## src/rtl/iob_uart_lite_if.sv

```systemverilog
// iob_uart_lite_if -- IOb-native CPU register port bundle for iob_uart_lite.
//   master: drives iob_avalid, iob_addr, iob_wdata, iob_wstrb; receives
//           iob_rdata, iob_rvalid, iob_ready.
//   slave : the mirror image (used by the UART).
// iob_wstrb == 0 marks a read request.
interface iob_uart_lite_if #(
    parameter int ADDR_W = 3,
    parameter int DATA_W = 32
);
    logic                iob_avalid;
    logic [ADDR_W-1:0]   iob_addr;
    logic [DATA_W-1:0]   iob_wdata;
    logic [DATA_W/8-1:0] iob_wstrb;
    logic [DATA_W-1:0]   iob_rdata;
    logic                iob_rvalid;
    logic                iob_ready;

    modport master (
        output iob_avalid, iob_addr, iob_wdata, iob_wstrb,
        input  iob_rdata, iob_rvalid, iob_ready
    );

    modport slave (
        input  iob_avalid, iob_addr, iob_wdata, iob_wstrb,
        output iob_rdata, iob_rvalid, iob_ready
    );
endinterface

```

## src/rtl/iob_uart_lite.sv

```systemverilog
// iob_uart_lite -- memory-mapped 8N1 UART with programmable baud divider.
//   clk_i, rst_i (sync, active high), cke_i (baud/shift engine enable)
//   iob   : register port (iob_uart_lite_if.slave), ready is always 1,
//           read data returned one cycle after the request
//   txd/rxd : serial lines (txd idles high)
//   rts/cts : flow control, only when UART_RTS_CTS_EN is defined;
//             otherwise rts=1 and cts is ignored.
// Word 0: [0] W SOFTRESET / R TXREADY, [8] R RXREADY, [31:16] DIV
// Word 1: [7:0] W TXDATA / R RXDATA, [8] TXEN, [16] RXEN
module iob_uart_lite #(
    parameter int ADDR_W = 3,
    parameter int DATA_W = 32
) (
    input  logic           clk_i,
    input  logic           rst_i,
    input  logic           cke_i,
    iob_uart_lite_if.slave iob,
    output logic           txd,
    input  logic           rxd,
    output logic           rts,
    input  logic           cts
);
    typedef enum logic [2:0] {TX_IDLE, TX_WAIT, TX_START, TX_DATA, TX_STOP} tx_state_t;
    typedef enum logic [1:0] {RX_IDLE, RX_START, RX_DATA, RX_STOP} rx_state_t;

    logic [15:0] div;
    logic        txen, rxen, rxready;
    logic [7:0]  rxdata;
    logic        cts_ok;

    tx_state_t   tx_state, tx_state_n;
    logic [15:0] tx_cnt, tx_cnt_n;
    logic [2:0]  tx_bit, tx_bit_n;
    logic [7:0]  tx_shift, tx_shift_n;

    rx_state_t   rx_state, rx_state_n;
    logic [15:0] rx_cnt, rx_cnt_n;
    logic [2:0]  rx_bit, rx_bit_n;
    logic [7:0]  rx_shift, rx_shift_n;
    logic        rx_s1, rx_s2, rx_last, rx_done;

`ifdef UART_RTS_CTS_EN
    assign cts_ok = cts;
    assign rts    = rxen & ~rxready;
`else
    logic cts_unused;
    assign cts_unused = cts;
    assign cts_ok     = 1'b1;
    assign rts        = 1'b1;
`endif

    // Bus decode
    logic [ADDR_W-1:0] word_idx;
    logic              is_w0, is_w1, wr, rd, soft_rst, tx_load, txready;
    logic [DATA_W-1:0] rdata_n;
    logic [15:0]       div_eff, div_half;

    assign word_idx = iob.iob_addr >> 2;
    assign is_w0    = (word_idx == ADDR_W'(0));
    assign is_w1    = (word_idx == ADDR_W'(1));
    assign wr       = iob.iob_avalid & (|iob.iob_wstrb);
    assign rd       = iob.iob_avalid & ~(|iob.iob_wstrb);
    assign soft_rst = wr & is_w0 & iob.iob_wstrb[0] & iob.iob_wdata[0];
    assign txready  = (tx_state == TX_IDLE);
    assign tx_load  = wr & is_w1 & iob.iob_wstrb[0] & txen & txready;
    assign iob.iob_ready = 1'b1;

    assign div_eff  = (div < 16'd2) ? 16'd2 : div;
    assign div_half = div_eff >> 1;

    always_comb begin
        rdata_n = '0;
        if (is_w0)
            rdata_n = {div, 7'b0, rxready, 7'b0, txready};
        else if (is_w1)
            rdata_n = {8'h00, 7'b0, rxen, 7'b0, txen, rxdata};
    end

    // Transmit FSM: the IDLE/WAIT hand-off to START is a register-port
    // action and ignores cke_i; bit timing only advances on enabled cycles.
    always_comb begin
        tx_state_n = tx_state;
        tx_cnt_n   = tx_cnt;
        tx_bit_n   = tx_bit;
        tx_shift_n = tx_shift;
        case (tx_state)
            TX_IDLE: if (tx_load) begin
                tx_shift_n = iob.iob_wdata[7:0];
                tx_cnt_n   = '0;
                tx_state_n = cts_ok ? TX_START : TX_WAIT;
            end
            TX_WAIT: if (cts_ok) begin
                tx_cnt_n   = '0;
                tx_state_n = TX_START;
            end
            default: if (cke_i) begin
                if (tx_cnt == div_eff - 16'd1) begin
                    tx_cnt_n = '0;
                    if (tx_state == TX_START) begin
                        tx_bit_n   = '0;
                        tx_state_n = TX_DATA;
                    end else if (tx_state == TX_DATA) begin
                        tx_shift_n = tx_shift >> 1;
                        tx_bit_n   = tx_bit + 3'd1;
                        if (tx_bit == 3'd7) tx_state_n = TX_STOP;
                    end else begin
                        tx_state_n = TX_IDLE;
                    end
                end else begin
                    tx_cnt_n = tx_cnt + 16'd1;
                end
            end
        endcase
        if (soft_rst) begin
            tx_state_n = TX_IDLE;
            tx_cnt_n   = '0;
            tx_bit_n   = '0;
        end
    end

    always_comb begin
        case (tx_state)
            TX_START: txd = 1'b0;
            TX_DATA:  txd = tx_shift[0];
            default:  txd = 1'b1;
        endcase
    end

    // Receive FSM: rx_last tracks the synchronized line only on enabled
    // cycles so a falling edge is never lost while the engine is frozen.
    always_comb begin
        rx_state_n = rx_state;
        rx_cnt_n   = rx_cnt;
        rx_bit_n   = rx_bit;
        rx_shift_n = rx_shift;
        rx_done    = 1'b0;
        if (cke_i) begin
            case (rx_state)
                RX_IDLE: if (rx_last & ~rx_s2) begin
                    rx_cnt_n   = '0;
                    rx_state_n = RX_START;
                end
                RX_START: if (rx_cnt == div_half - 16'd1) begin
                    rx_cnt_n   = '0;
                    rx_bit_n   = '0;
                    rx_state_n = rx_s2 ? RX_IDLE : RX_DATA;
                end else begin
                    rx_cnt_n = rx_cnt + 16'd1;
                end
                RX_DATA: if (rx_cnt == div_eff - 16'd1) begin
                    rx_cnt_n   = '0;
                    rx_shift_n = {rx_s2, rx_shift[7:1]};
                    rx_bit_n   = rx_bit + 3'd1;
                    if (rx_bit == 3'd7) rx_state_n = RX_STOP;
                end else begin
                    rx_cnt_n = rx_cnt + 16'd1;
                end
                default: if (rx_cnt == div_eff - 16'd1) begin
                    rx_cnt_n   = '0;
                    rx_done    = rx_s2;
                    rx_state_n = RX_IDLE;
                end else begin
                    rx_cnt_n = rx_cnt + 16'd1;
                end
            endcase
        end
        if (soft_rst || !rxen) begin
            rx_state_n = RX_IDLE;
            rx_done    = 1'b0;
        end
    end

    always_ff @(posedge clk_i) begin
        if (rst_i) begin
            div            <= '0;
            txen           <= 1'b0;
            rxen           <= 1'b0;
            rxready        <= 1'b0;
            rxdata         <= '0;
            tx_state       <= TX_IDLE;
            tx_cnt         <= '0;
            tx_bit         <= '0;
            tx_shift       <= '0;
            rx_state       <= RX_IDLE;
            rx_cnt         <= '0;
            rx_bit         <= '0;
            rx_shift       <= '0;
            rx_s1          <= 1'b1;
            rx_s2          <= 1'b1;
            rx_last        <= 1'b1;
            iob.iob_rvalid <= 1'b0;
            iob.iob_rdata  <= '0;
        end else begin
            tx_state <= tx_state_n;
            tx_cnt   <= tx_cnt_n;
            tx_bit   <= tx_bit_n;
            tx_shift <= tx_shift_n;
            rx_state <= rx_state_n;
            rx_cnt   <= rx_cnt_n;
            rx_bit   <= rx_bit_n;
            rx_shift <= rx_shift_n;
            rx_s1    <= rxd;
            rx_s2    <= rx_s1;
            if (cke_i) rx_last <= rx_s2;

            iob.iob_rvalid <= rd;
            if (rd) iob.iob_rdata <= rdata_n;

            // A completing frame wins over a simultaneous read-clear.
            if (rx_done) begin
                rxdata  <= rx_shift;
                rxready <= 1'b1;
            end else if ((rd && is_w1) || soft_rst) begin
                rxready <= 1'b0;
            end

            if (wr && is_w0) begin
                if (iob.iob_wstrb[2]) div[7:0]  <= iob.iob_wdata[23:16];
                if (iob.iob_wstrb[3]) div[15:8] <= iob.iob_wdata[31:24];
            end

            if (soft_rst) begin
                txen <= 1'b0;
                rxen <= 1'b0;
            end else if (wr && is_w1) begin
                if (iob.iob_wstrb[1]) txen <= iob.iob_wdata[8];
                if (iob.iob_wstrb[2]) rxen <= iob.iob_wdata[16];
            end
        end
    end
endmodule

```

## src/flat_wrapper.sv

```systemverilog
// flat-port wrapper written by rule: the top's interface ports become plain ports
module iob_uart_lite_flat 
#(
    parameter int ADDR_W = 3,
    parameter int DATA_W = 32
)
  (clk_i, rst_i, cke_i, txd, rxd, rts, cts, iob_iob_avalid, iob_iob_addr, iob_iob_wdata, iob_iob_wstrb, iob_iob_rdata, iob_iob_rvalid, iob_iob_ready);
  iob_uart_lite_if #(.ADDR_W(ADDR_W), .DATA_W(DATA_W)) iob_i ();
  input  logic clk_i;
  input  logic rst_i;
  input  logic cke_i;
  output logic txd;
  input  logic rxd;
  output logic rts;
  input  logic cts;
  input wire logic [$bits(iob_i.iob_avalid)-1:0] iob_iob_avalid;
  input wire logic [$bits(iob_i.iob_addr)-1:0] iob_iob_addr;
  input wire logic [$bits(iob_i.iob_wdata)-1:0] iob_iob_wdata;
  input wire logic [$bits(iob_i.iob_wstrb)-1:0] iob_iob_wstrb;
  output wire logic [$bits(iob_i.iob_rdata)-1:0] iob_iob_rdata;
  output wire logic [$bits(iob_i.iob_rvalid)-1:0] iob_iob_rvalid;
  output wire logic [$bits(iob_i.iob_ready)-1:0] iob_iob_ready;
  assign iob_i.iob_avalid = iob_iob_avalid;
  assign iob_i.iob_addr = iob_iob_addr;
  assign iob_i.iob_wdata = iob_iob_wdata;
  assign iob_i.iob_wstrb = iob_iob_wstrb;
  assign iob_iob_rdata = iob_i.iob_rdata;
  assign iob_iob_rvalid = iob_i.iob_rvalid;
  assign iob_iob_ready = iob_i.iob_ready;
  iob_uart_lite #(.ADDR_W(ADDR_W), .DATA_W(DATA_W)) u_core (.clk_i(clk_i), .rst_i(rst_i), .cke_i(cke_i), .iob(iob_i), .txd(txd), .rxd(rxd), .rts(rts), .cts(cts));
endmodule
```

## config.mk

```make
export PLATFORM = sky130hd
export DESIGN_NAME = iob_uart_lite_flat
export DESIGN_NICKNAME = d
export VERILOG_FILES = /design/src/rtl/iob_uart_lite_if.sv /design/src/rtl/iob_uart_lite.sv /design/src/flat_wrapper.sv
export SDC_FILE = /design/constraint.sdc
export NUM_CORES = 1
export LEC_CHECK = 0
export BUFFER_PORTS_ARGS = -buffer_cell sky130_fd_sc_hd__buf_2
export CORE_UTILIZATION = 40
export DETAILED_ROUTE_END_ITERATION = 10
export MAX_ROUTING_LAYER = met4
export PLACE_DENSITY_LB_ADDON = 0.15
export SLEW_MARGIN = 20
export SYNTH_ARGS = -nofsm -noshare
export SYNTH_HDL_FRONTEND = slang
export SYNTH_SLANG_ARGS = --single-unit
```

## constraint.sdc

```tcl
create_clock -name clk_i -period 8.41 [get_ports clk_i]
set_clock_uncertainty 0.1 [all_clocks]
set_input_delay 0.4205 -clock clk_i [delete_from_list [all_inputs] [get_ports clk_i]]
set_output_delay 0.4205 -clock clk_i [all_outputs]
set_load 0.02 [all_outputs]
```

### Word level (Yosys, flattened, before mapping)

Cells that the tools add are included.
Widths: inputs -> output; s select.

* register bits after elaboration: 122
* output and inout bits: 36

* add/subtract/negate cells: 6
* $lt $le $gt $ge: 1
* equality and inequality tests: 17
* muxes and demuxes: 43
* bitwise gates (word level): 14
* reduce and logical (&&, ||, !) cells: 35

Operators with widths (number)
* $mux 16: 7
* $pmux 16 s2: 2
* $eq 16x16->1: 3
* $mux 8: 5
* $add 16x1->16 const B: 2
* $mux 32: 1
* $mux 3: 10
* $mux 17: 1
* $lt 16x2->1 const B: 1
* $pmux 8 s2: 1
* $sub 15x1->16 const B: 1
* $sub 16x1->16 const B: 1
* $mux 2: 6
* $ne 2x1->1 const B: 6
* $pmux 3 s2: 2
* $reduce_and 2->1: 6
* $reduce_and 4->1: 3
* $reduce_and 6->1: 2
* $reduce_bool 2->1: 6
* $and 1x1->1: 10
* $reduce_bool 3->1: 3
* $add 3x1->3 const B: 2
* $eq 3x2->1 const B: 2
* $eq 3x3->1 const B: 2
* other kinds (17): 31

### Depth between registers and ports, before layout

Gate-level depths: netlist of the first run.

* depth in word-level cells: 9
* mapped depth: 16
* mapped depth without buffers: 11

### Worst setup path before layout of the first run

No wires, ideal clock.

* path kind: reg2reg
* from: reg u_core.div[11]
* to: reg u_core.rx_state[0]
* library setup time: 86 ps
* data arrival time: 4138 ps
* slack: 4086 ps
* cell stages (with the launch flop): 15
* clock period less this slack: 4324 ps
* cells stage by stage: dfxtp_1 -> clkbuf_1 -> nor4_4 -> a41o_1 -> buf_2 -> ha_1 -> or4b_2 -> nor3_2 -> xnor3_1 -> a2111oi_0 -> and4_1 -> clkbuf_1 -> a311oi_1 -> or3_1 -> a211oi_1

* longest elaborated chain between the ends: 6
* elaborated cells between the ends (all ways): 10

Ends and longest elaborated chain
* start: declaration: RTL line iob_uart_lite.sv:26 `logic [15:0] div;`
* start signal: assignment: RTL line iob_uart_lite.sv:219 `if (iob.iob_wstrb[3]) div[15:8] <= iob.iob_wdata[31:24];`
* $lt 16x2->1: RTL line iob_uart_lite.sv:68 `assign div_eff = (div < 16'd2) ? 16'd2 : div;`
* $mux 16 (*): RTL line iob_uart_lite.sv:68
* $sub 16x1->16 or $sub 15x1->16 (tied branches): RTL line iob_uart_lite.sv:150, iob_uart_lite.sv:158, iob_uart_lite.sv:143
* $eq 16x16->1 (on tied branches): RTL line iob_uart_lite.sv:150, iob_uart_lite.sv:158, iob_uart_lite.sv:143
* $ne 2x1->1 (no line) or $reduce_bool 3->1 (tied branches)
* $reduce_and 6->1 (no line) (*)
* end signal: assignment: RTL line iob_uart_lite.sv:198 `rx_state <= rx_state_n;`
* end: declaration: RTL line iob_uart_lite.sv:36 `rx_state_t rx_state, rx_state_n;`

Every way passes the cells marked *; elsewhere a longest branch is shown, timed or not.
A chain may end at the register's enable or synchronous reset.

### Worst setup path after layout of the first run

* from: reg u_core.div[9]
* to: reg u_core.tx_shift[6]

* longest elaborated chain between the ends: 6

Ends and longest elaborated chain
* $lt 16x2->1: RTL line iob_uart_lite.sv:68
* $mux 16 (*): RTL line iob_uart_lite.sv:68
* $sub 16x1->16 (*): RTL line iob_uart_lite.sv:97 `if (tx_cnt == div_eff - 16'd1) begin`
* $eq 16x16->1 (*): RTL line iob_uart_lite.sv:97
* $reduce_bool 2->1 (no line) (*)
* $reduce_and 6->1 (no line) (*)
* end signal: assignment: RTL line iob_uart_lite.sv:197 `tx_shift <= tx_shift_n;`
* end: declaration: RTL line iob_uart_lite.sv:34 `logic [7:0] tx_shift, tx_shift_n;`

Marked as above.

==> flow_summary_export.csv, run 1 <==
group,metric,value,unit
status,run_status,"completed",
placement,detailedPlacementHpwl,12800,um
setup_path,cpLargestDelayFamily,"simple AND/OR/NAND/NOR gates",
floorplanning,start_util,41.4,%
min_path,worst_hold_path_type,"in2reg",
setup_path,critical_path.max_fanout,17,
timing,whs,0.0734,ns
clock_tree,clkLatencyLatePin,0.43,ns
detailed_routing,route.antenna.remaining_nets,0,
placement,portBuffers,61,
detailed_routing,route.detailed.vias_per_inst,5.64,
global_routing,grt_pass1_vias,5559,
timing,accumulated_negative_setup_slack,0,ns
floorplanning,die_h,131,um
synth,synthMuxAreaShare,4.39,%
clock_tree,cts_resized,0,
setup_path,critical-path-max-stage-delay,0.66,ns
clock_tree,clkSlewWorstSetupHoldPaths,0.06,ns
synth,synth-compound-area-share,13.5,%
timing,final_max_slew_viol_count,0,
detailed_routing,drt-wirelength-per-cell,16.9,um
synth,yosys_most_used_dff,"dfxtp_1",
timing,finalHoldViolCount,0,
synth,syn-instance-count,792,
timing,final.period_utilization,66.8,%
clock_tree,cts_htree_levels,4,
clock_tree,number_of_setup_buffers_added_after_cts,0,
final_layout,layout-area-overhead-vs-synth,14.4,%
synth,synthesized_area_divided_by_synthesized_cell_count,8.38,um2
detailed_routing,detailed_route_wl,17700,um
global_routing,wire_length_of_the_first_global_routing_pass,28300,um
final_layout,antennaDiodeCount,0,
floorplanning,io-pin-count,81,
synth,synth_simple_gate_area_share,28.2,%
floorplanning,core_area,16100,um2
final_layout,layout.nets,878,
timing,min_period,5.62,ns
synth,synth.ff_latch_count,115,
setup_path,crit_path_class,"reg2reg",
floorplanning,die_w,131,um
timing,slew-limit-headroom,27.7,%
detailed_routing,first_iter_violations,343,
global_routing,grt_start_max_net_pins,63,
placement,gp_routability_congestion,0.919,
flow_run,max_cap_viol_count,0,
setup_path,worst_ep_required_time,8.61,ns
synth,synthDistinctLibCells,80,
clock_tree,tritoncts,"done",
clock_tree,clock_sink_count,115,
clock_tree,cts_hold_buf,0,
synth,synth_edf_count,0,
detailed_routing,route.detailed.drc,0,
synth,ys_warnings,0,
floorplanning,die_area,17100,um2
timing,grt_setup_unrepaired,"no",
synth,async_flop_share,0,%
placement,placement.cell_area,7000,um2
final_layout,final_core_util,47.3,%
final_layout,design_area,7590,um2
floorplanning,placementRows,46,
detailed_routing,first_pass_iters,7,
setup_path,critPathArrivalTime,5.82,ns
synth,mappedNetlistArea,6640,um2
timing,report.final.setup_viol,0,
setup_path,worst-path-buf-inv,0,
synth,synth-seq-area-share,34.7,%
clock_tree,cts_root_buffer,"clkbuf_16",
global_routing,grt_usage,22.4,%
setup_path,timing.critical_path.mode_cell,"nand3_1",
setup_path,kind_of_end_point_of_the_critical_path,"register",
setup_path,cp-start-kind,"register",
synth,combinational_family_with_the_most_area_after_synthesis,"simple AND/OR/NAND/NOR gates",
setup_path,path_cells,"nor4_4 -> a41o_1 -> ha_1 -> or3b_1 -> nor4_1 -> xnor3_1 -> nand3_1 -> nor4_2 -> nand3_1 -> and4b_1 -> or3_1",
synth,synth-adder-area-share,2.26,%
setup_path,worst_path_max_delay_cell,"nor4_4",
power_and_ir_drop,peakVddDrop,147,uV
clock_tree,max-clock-path-buffers,2,
clock_tree,cts_inserted_buffers,17,
timing,worst_slack,2.79,ns
detailed_routing,route.vias.total,5917,
power_and_ir_drop,leakage,3.14,nW
final_layout,drive_above_1_share,15.0,%
global_routing,global_route.overflow_total,0,
synth,synth_xor_area_share,11.6,%
placement,placement.setup.worst_slack,2.69,ns
timing,worstMarginPinSlew,1.08,ns
global_routing,grt_antenna_before_repair,0,
power_and_ir_drop,power_density,193,nW/um2
timing,fmax,178,MHz
cell families (layout without fill, tap and decap cells):
family / Yosys count / count (layout)
fa+ha+maj: 12 / 12
compound gates: 128 / 128
buf+inv: 80 / 115
other cells: 2 / 9
xor+xnor: 80 / 80
simple gates: 346 / 346
flops: 115 / 115
mux: 29 / 29
final cells by class:
cell class,count,area (um2)
inverters,16,60.1
flip-flops and latches,115,2300
clock buffers,17,425
multi-input cells,604,4020
repair buffers,67,350
clock inverters,15,161
well taps,216,270
fillers,1609,8460
registers in the layout (all words and copies together), names as in the netlist, 8 cells and up:
name                  count
u_core.iob.iob_rdata     25
u_core.div               16
u_core.rx_cnt            16
u_core.tx_cnt            16
u_core.rx_shift           8
u_core.rxdata             8
u_core.tx_shift           8
cell usage after synthesis, types with 3 or more instances:
cell,instances,area share [%]
a2111oi_0,3,0.40
a211oi_1,5,0.57
a21oi_1,39,2.9
a22o_1,15,2.0
a31o_2,4,0.53
a31oi_1,7,0.66
and3_1,11,1.0
and4_1,3,0.40
and4b_1,8,1.2
buf_1,8,0.45
buf_2,5,0.38
buf_4,9,1.0
clkbuf_1,41,2.3
dfxtp_1,115,35
ha_1,12,2.3
inv_1,16,0.90
mux2i_1,28,4.2
nand2_1,61,3.4
nand2b_1,7,0.66
nand3_1,57,4.3
nand4_1,15,1.4
nand4b_1,4,0.53
nor2_1,84,4.7
nor2b_1,5,0.47
nor3_1,15,1.1
nor3b_1,7,0.79
nor4_1,18,1.7
nor4b_1,7,0.92
o21ai_0,15,1.1
o31ai_1,3,0.34
or2_2,5,0.47
or3_1,15,1.4
or4_1,6,0.68
xnor2_1,45,5.9
xnor3_1,5,1.7
xor2_1,30,4.0
through the flow:
step	total power [mW]	cells
floorplan	0.721	799
global placement	0.765	1018
detailed placement	0.767	1018
CTS	1.48	1050
global route	1.52	1050
finish	1.47	1050
worst reg2reg max path, stage by stage (launching register included):
cell and delay (ns):
dfxtp_1 0.52, nor4_4 0.67, a41o_1 0.64, ha_1 0.33, or3b_1 0.49, nor4_1 0.64, xnor3_1 0.23, nand3_1 0.08
nor4_2 0.50, nand3_1 0.54, and4b_1 0.40, or3_1 0.37
layer usage:
metal  global-route usage, %  part of all wire, %  vias to the layer above  wire (um)
met5                       -                    0                        -          0
met4                    7.91                  1.3                        0        226
met3                    4.68                  3.7                       19        657
met2                    36.4                   49                      141       8690
met1                    27.4                   46                     2857       8140
li1                        -                    -                     2900          -
worst paths after layout:
kind,startpoint,to,slack [ns],cells past startpoint
min,rxd,u_core.rx_s1,0.07,2
max,u_core.div[9],u_core.tx_shift[6],2.79,11
max reg2reg,u_core.div[9],u_core.tx_shift[6],2.79,11
min reg2reg,u_core.rx_s1,u_core.rx_s2,0.31,1
report_power, final:
part           total (mW)  internal [mW]  leakage (nW)  switching, mW
sequential          0.560          0.549         0.928         0.0110
combinational       0.198         0.0782          1.93          0.119
clock               0.709          0.396         0.281          0.313
total                1.47           1.02          3.14          0.444
layout by cell type (no fill, tap or decap), types with 6 or more instances in the layout:
cell type,n
nor4b_1,7
and4b_1,8
conb_1,9
nand2_1,61
nand2b_1,7
or3_1,15
clkbuf_16,17
nor3b_1,7
xnor2_1,45
mux2i_1,28
a22o_1,15
a31oi_1,7
o21ai_0,15
inv_1,16
dfxtp_1,115
nand3_1,57
nor4_1,18
nand4_1,15
buf_4,6
and3_1,11
buf_2,61
xor2_1,30
or4_1,6
a21oi_1,39
nor3_1,15
ha_1,12
nor2_1,84
Note: power is estimated with default switching activity, not from simulation.
==> inputs of run 2 (changes only) <==
==> constraint.sdc (replaced) <==
create_clock -name clk_i -period 5.6 [get_ports clk_i]
set_clock_uncertainty 0.1 [all_clocks]
set_input_delay 0.28 -clock clk_i [delete_from_list [all_inputs] [get_ports clk_i]]
set_output_delay 0.28 -clock clk_i [all_outputs]
set_load 0.02 [all_outputs]
==> run 2 against run 1 <==
Wire length increased by 0.60%. Combinational power increased by 59%. Flip-flop and latch count unchanged. Die area unchanged. Via count increased by 0.52%. Hold slack got worse by 0.064 ns. Critical path type unchanged. Largest cell class unchanged.
==> flow_summary_export.csv, run 2 (synthesis gave the netlist of run 1 again) <==
group,metric,value,unit
status,run_status,"completed",
placement,detailedPlacementHpwl,13000,um
setup_path,crit_path_class,"reg2reg",
final_layout,fillers,1547,
detailed_routing,route.antenna.remaining_nets,0,
final_layout,largest_register_ff_count,25,
timing,final.period_utilization,84.6,%
floorplanning,io-pin-count,81,
final_layout,layout-area-overhead-vs-synth,17.4,%
power_and_ir_drop,power.share.sequential,36.6,%
floorplanning,core_area,16100,um2
setup_path,critPathArrivalTime,4.97,ns
global_routing,global_route.overflow_total,0,
detailed_routing,route.detailed.drc,0,
placement,gp_routability_congestion,0.917,
final_layout,area_of_the_multi_input_gates,4020,um2
clock_tree,cts_inserted_buffers,17,
timing,worst_slack,0.863,ns
final_layout,final_cell_mix,"115 x dfxtp_1, 84 x nor2_1, 61 x nand2_1, 61 x buf_2, 57 x nand3_1",
min_path,worst_hold_path_type,"in2reg",
power_and_ir_drop,clock_power_share,49.6,%
timing,min_period,4.74,ns
floorplanning,die_area,17100,um2
setup_path,r2r-start,"u_core.div[10]",
timing,final_max_slew_viol_count,0,
setup_path,critical_path.max_fanout,14,
power_and_ir_drop,share_comb_of_total_power,13.8,%
detailed_routing,route.vias.total,5948,
min_path,worst_hold_startpoint,"iob_iob_wdata[25]",
power_and_ir_drop,peakVddDrop,221,uV
power_and_ir_drop,power_density,291,nW/um2
clock_tree,clock_sink_count,115,
final_layout,drive_above_1_share,16.2,%
setup_path,critPathLaunch,"u_core.div[10]",
global_routing,grt_pass1_vias,5491,
timing,fmax,211,MHz
power_and_ir_drop,switching_share,28.5,%
clock_tree,max-clock-path-buffers,2,
clock_tree,clkLatencyLatePin,0.42,ns
setup_path,cp-start-kind,"register",
power_and_ir_drop,internal-power,1.62,mW
setup_path,kind_of_end_point_of_the_critical_path,"register",
clock_tree,cts_htree_levels,4,
timing,report.final.setup_viol,0,
setup_path,worst_path_max_delay_cell,"or4b_2",
global_routing,grt_start_max_net_pins,35,
setup_path,worst_ep_required_time,5.83,ns
floorplanning,placementRows,46,
clock_tree,clkSlewWorstSetupHoldPaths,0.06,ns
timing,accumulated_negative_setup_slack,0,ns
clock_tree,tritoncts,"done",
setup_path,critical-path-max-stage-delay,0.67,ns
global_routing,grt_usage,22.4,%
detailed_routing,first_iter_violations,372,
timing,worstMarginPinSlew,1.04,ns
global_routing,wire_length_of_the_first_global_routing_pass,28600,um
setup_path,cpLargestDelayFamily,"simple AND/OR/NAND/NOR gates",
detailed_routing,first_pass_iters,5,
floorplanning,start_util,41.4,%
floorplanning,die_h,131,um
global_routing,grt_antenna_before_repair,0,
placement,placement.setup.worst_slack,0.939,ns
detailed_routing,drt-wirelength-per-cell,16.6,um
placement,portBuffers,61,
final_layout,sequential_cell_area,2300,um2
timing,slew-limit-headroom,30.6,%
floorplanning,die_w,131,um
power_and_ir_drop,total_power_consumption,2.27,mW
detailed_routing,route.detailed.vias_per_inst,5.54,
final_layout,layout.nets,901,
timing,grt_setup_unrepaired,"no",
timing,whs,0.00906,ns
final_layout,regMostFlops,"u_core.iob.iob_rdata",
power_and_ir_drop,leakage,3.26,nW
detailed_routing,detailed_route_wl,17800,um
setup_path,path_cells,"nor4_4 -> a41o_1 -> ha_1 -> or4b_2 -> nor3_2 -> xnor3_1 -> a2111oi_0 -> and4_1 -> a311oi_1 -> or3_1 -> a211oi_1",
final_layout,antennaDiodeCount,0,
clock_tree,cts_resized,0,
power_and_ir_drop,power.net_switching,0.648,mW
clock_tree,cts_root_buffer,"clkbuf_16",
timing,finalHoldViolCount,0,
final_layout,most_frequent_standard_cell_in_the_layout_excluding_fill_and_tap_cells,"dfxtp_1",
setup_path,worst-path-buf-inv,0,
flow_run,max_cap_viol_count,0,
## run 2: cell count changes in the layout (fill, tap and decap cells not counted)
cell	delta
buf_4	+16
dlygate4sd3_1	+7
clkinv_8	-3
bufinv_16	+2
clkinv_4	+2
o21ai_1	+2
o21ai_2	-2
clkinvlp_4	-1
## run 2: worst min-delay path, cell delays in order
cell,delay [ns]
buf_2,0.10
nand3_1,0.05
a21oi_1,0.05
## run 2: repair_timing
action,in CTS,in global routing
buffers inserted,0,0
hold buffers,7,0
setup endpoints to repair,0,0
endpoints found under the hold margin,7,0
## run 2: path summary, 6_finish.rpt
path,end,slack [ns],depth (start not counted)
max,u_core.rx_state[0],0.86,11
min,u_core.div[9],0.009,3
max reg2reg,u_core.rx_state[0],0.86,11
min reg2reg,u_core.rx_s2,0.31,1
## run 2: routing by layer
metal	up-vias	wire [um]	track usage, %
met5	-	0	-
met4	0	362	8.11
met3	31	761	4.76
met2	159	8530	35.2
met1	2810	8170	28.4
li1	2948	-	-
## run 2: cell type report
| type | count | area share (%) |
|---|---|---|
| clock buffers | 17 | 5.46 |
| flip-flops and latches | 115 | 29.5 |
| multi-input cells | 604 | 51.5 |
| clock inverters | 15 | 2.34 |
| inverters | 16 | 0.770 |
| repair buffers | 90 | 6.93 |
| well taps | 216 | 3.47 |
## run 2: power by group through the flow
stage | clock (mW) | combinational, mW | sequential (mW)
global route | 1.19 | 0.342 | 0.832
floorplan | 0 | 0.235 | 0.847
finish | 1.13 | 0.314 | 0.831
detailed placement | 0 | 0.305 | 0.849
global placement | 0 | 0.303 | 0.849
CTS | 1.15 | 0.311 | 0.831
## run 2: stage by stage
step | utilization (%) | std cells | area, um2
after floorplan | - | 799 | 6670
after global placement | 44.3 | 1034 | 7120
after detailed placement | 44.3 | 1034 | 7120
after CTS | 48.6 | 1073 | 7800
after global routing | 48.6 | 1073 | 7800
final | 48.6 | 1073 | 7800
==> inputs of run 3 (changes only) <==
==> constraint.sdc (replaced) <==
create_clock -name clk_i -period 3.99 [get_ports clk_i]
set_clock_uncertainty 0.1 [all_clocks]
set_input_delay 0.1995 -clock clk_i [delete_from_list [all_inputs] [get_ports clk_i]]
set_output_delay 0.1995 -clock clk_i [all_outputs]
set_load 0.02 [all_outputs]
==> run 3 against run 2 <==
Maximum frequency grew 23%. First-iteration DRC count grew 12%. Register-to-register slack lost 0.73 ns. Via count grew 5.3%. Wire length grew 11%. Power grew 41%. Combinational power grew 86%. Largest power group unchanged. Global-route usage grew 2.5 points. Sequential power grew 40%. Cell area grew 6.6%. Utilization grew 3.2 points. Sequential share of layout area shrank 1.8 points. Highest routed layer unchanged.
==> flow_summary_export.csv, run 3 (synthesis gave the netlist of run 1 again) <==
group,metric,value,unit
status,run_status,"completed",
timing,min_period,3.86,ns
final_layout,design_area,8310,um2
floorplanning,die_area,17100,um2
global_routing,grt_pass1_vias,6035,
floorplanning,start_util,41.4,%
placement,placement.setup.worst_slack,-0.0498,ns
timing,accumulated_negative_setup_slack,0,ns
detailed_routing,first_pass_iters,5,
timing,whs,0.0310,ns
setup_path,worst_ep_required_time,4.24,ns
final_layout,final_core_util,51.8,%
setup_path,critical_path.max_fanout,7,
setup_path,critPathLaunch,"u_core.div[9]",
placement,portBuffers,61,
final_layout,layout.nets,950,
global_routing,grt_start_max_net_pins,51,
clock_tree,cts_inserted_buffers,17,
final_layout,drive_above_1_share,21.6,%
global_routing,grt_usage,25.0,%
setup_path,timing.reg2reg.setup_slack,0.13,ns
clock_tree,cts_root_buffer,"clkbuf_16",
detailed_routing,drt-wirelength-per-cell,17.6,um
global_routing,grt_antenna_before_repair,0,
timing,fmax,259,MHz
timing,grt_setup_unrepaired,"no",
timing,final.period_utilization,96.7,%
setup_path,path_cells,"nor4_4 -> buf_4 -> a41oi_4 -> ha_4 -> or3b_1 -> or3_1 -> a31o_2 -> a2111oi_2 -> buf_4 -> nand4b_4 -> o21a_4 -> or4_1 -> a21oi_1",
power_and_ir_drop,leakage,3.49,nW
clock_tree,clkLatencyLatePin,0.43,ns
setup_path,ff2ff_path_depth,13,
floorplanning,placementRows,46,
flow_run,max_cap_viol_count,0,
setup_path,cpLargestDelayFamily,"simple AND/OR/NAND/NOR gates",
timing,finalHoldViolCount,0,
clock_tree,tritoncts,"done",
floorplanning,die_w,131,um
final_layout,final_cells,1122,
timing,final_max_slew_viol_count,0,
detailed_routing,route.detailed.drc,0,
power_and_ir_drop,total_power_consumption,3.20,mW
detailed_routing,detailed_route_wl,19800,um
setup_path,critPathArrivalTime,4.11,ns
global_routing,global_route.overflow_total,0,
clock_tree,max-clock-path-buffers,2,
setup_path,r2r-start,"u_core.div[9]",
final_layout,final_cell_mix,"115 x dfxtp_1, 83 x nor2_1, 64 x buf_4, 61 x nand2_1, 61 x buf_2",
placement,gp_routability_congestion,0.966,
final_layout,antennaDiodeCount,0,
floorplanning,io-pin-count,81,
timing,worstMarginPinSlew,1.01,ns
final_layout,regMostFlops,"u_core.iob.iob_rdata",
clock_tree,cts_htree_levels,4,
setup_path,worst-path-buf-inv,2,
setup_path,cp-start-kind,"register",
floorplanning,die_h,131,um
placement,placement.cell_area,7480,um2
setup_path,reg2reg_to,"u_core.rx_bit[0]",
global_routing,wire_length_of_the_first_global_routing_pass,31300,um
power_and_ir_drop,power_density,385,nW/um2
clock_tree,clkSlewWorstSetupHoldPaths,0.06,ns
floorplanning,core_area,16100,um2
final_layout,most_frequent_standard_cell_in_the_layout_excluding_fill_and_tap_cells,"dfxtp_1",
detailed_routing,route.vias.total,6262,
placement,placed_cells,1073,
detailed_routing,route.detailed.vias_per_inst,5.58,
detailed_routing,first_iter_violations,415,
final_layout,largest_register_ff_count,25,
setup_path,timing.critical_path.depth,13,
setup_path,worst_path_max_delay_cell,"or4_1",
power_and_ir_drop,peakVddDrop,318,uV
clock_tree,clock_sink_count,115,
setup_path,critical-path-max-stage-delay,0.51,ns
timing,worst_slack,0.132,ns
setup_path,crit_path_class,"reg2reg",
timing,report.final.setup_viol,0,
setup_path,worst_setup_path_endpoint,"u_core.rx_bit[0]",
setup_path,timing.critical_path.mode_cell,"buf_4",
detailed_routing,route.antenna.remaining_nets,0,
placement,detailedPlacementHpwl,14700,um
min_path,worst_hold_path_type,"in2reg",
final_layout,layout-area-overhead-vs-synth,25.2,%
setup_path,kind_of_end_point_of_the_critical_path,"register",
timing,slew-limit-headroom,32.8,%
[run 3: routing by layer]
metal	global-route usage, %	share of wire [%]
met1	30.5	45
met3	3.91	4.4
met2	41.4	49
met5	-	0
met4	9.60	1.9
[run 3: how the worst min path moves through the flow]
stage | slack, ns | endpoint | startpoint | cells past startpoint
floorplan | 0.20 | u_core.rx_s1 | rxd | 1
global placement | 0.29 | u_core.rx_s1 | rxd | 2
detailed placement | 0.29 | u_core.rx_s1 | rxd | 2
CTS | 0.004 | u_core.div[2] | iob_iob_wdata[18] | 3
global route | 0.02 | u_core.div[2] | iob_iob_wdata[18] | 3
finish | 0.03 | u_core.tx_shift[7] | iob_iob_wdata[7] | 3
[run 3: report_power, final]
group	leakage, nW	switching, mW	total [mW]	internal (mW)
clock	0.262	0.625	1.45	0.828
sequential	0.928	0.00735	1.16	1.16
combinational	2.30	0.315	0.585	0.270
[run 3: worst min-delay path, cell delays in order]
cell     delay [ns]
buf_2          0.09
a31oi_1        0.07
nor3_1         0.14
[run 3: cell type report]
cell class | instances | area [um2]
inverter | 16 | 60.1
clock inverter | 14 | 120
clock buffer | 18 | 439
multi-input combinational | 604 | 4190
timing repair buffer | 139 | 926
sequential | 115 | 2300
fill | 1519 | 7750
tap | 216 | 270
[run 3: what timing repair did]
action | CTS | global route
setup endpoints to repair | 12 | 46
gates resized for setup | 1 | 16
hold endpoints to repair | 15 | 0
hold buffers | 14 | 0
setup buffers | 1 | 2
pin swaps | 1 | 2
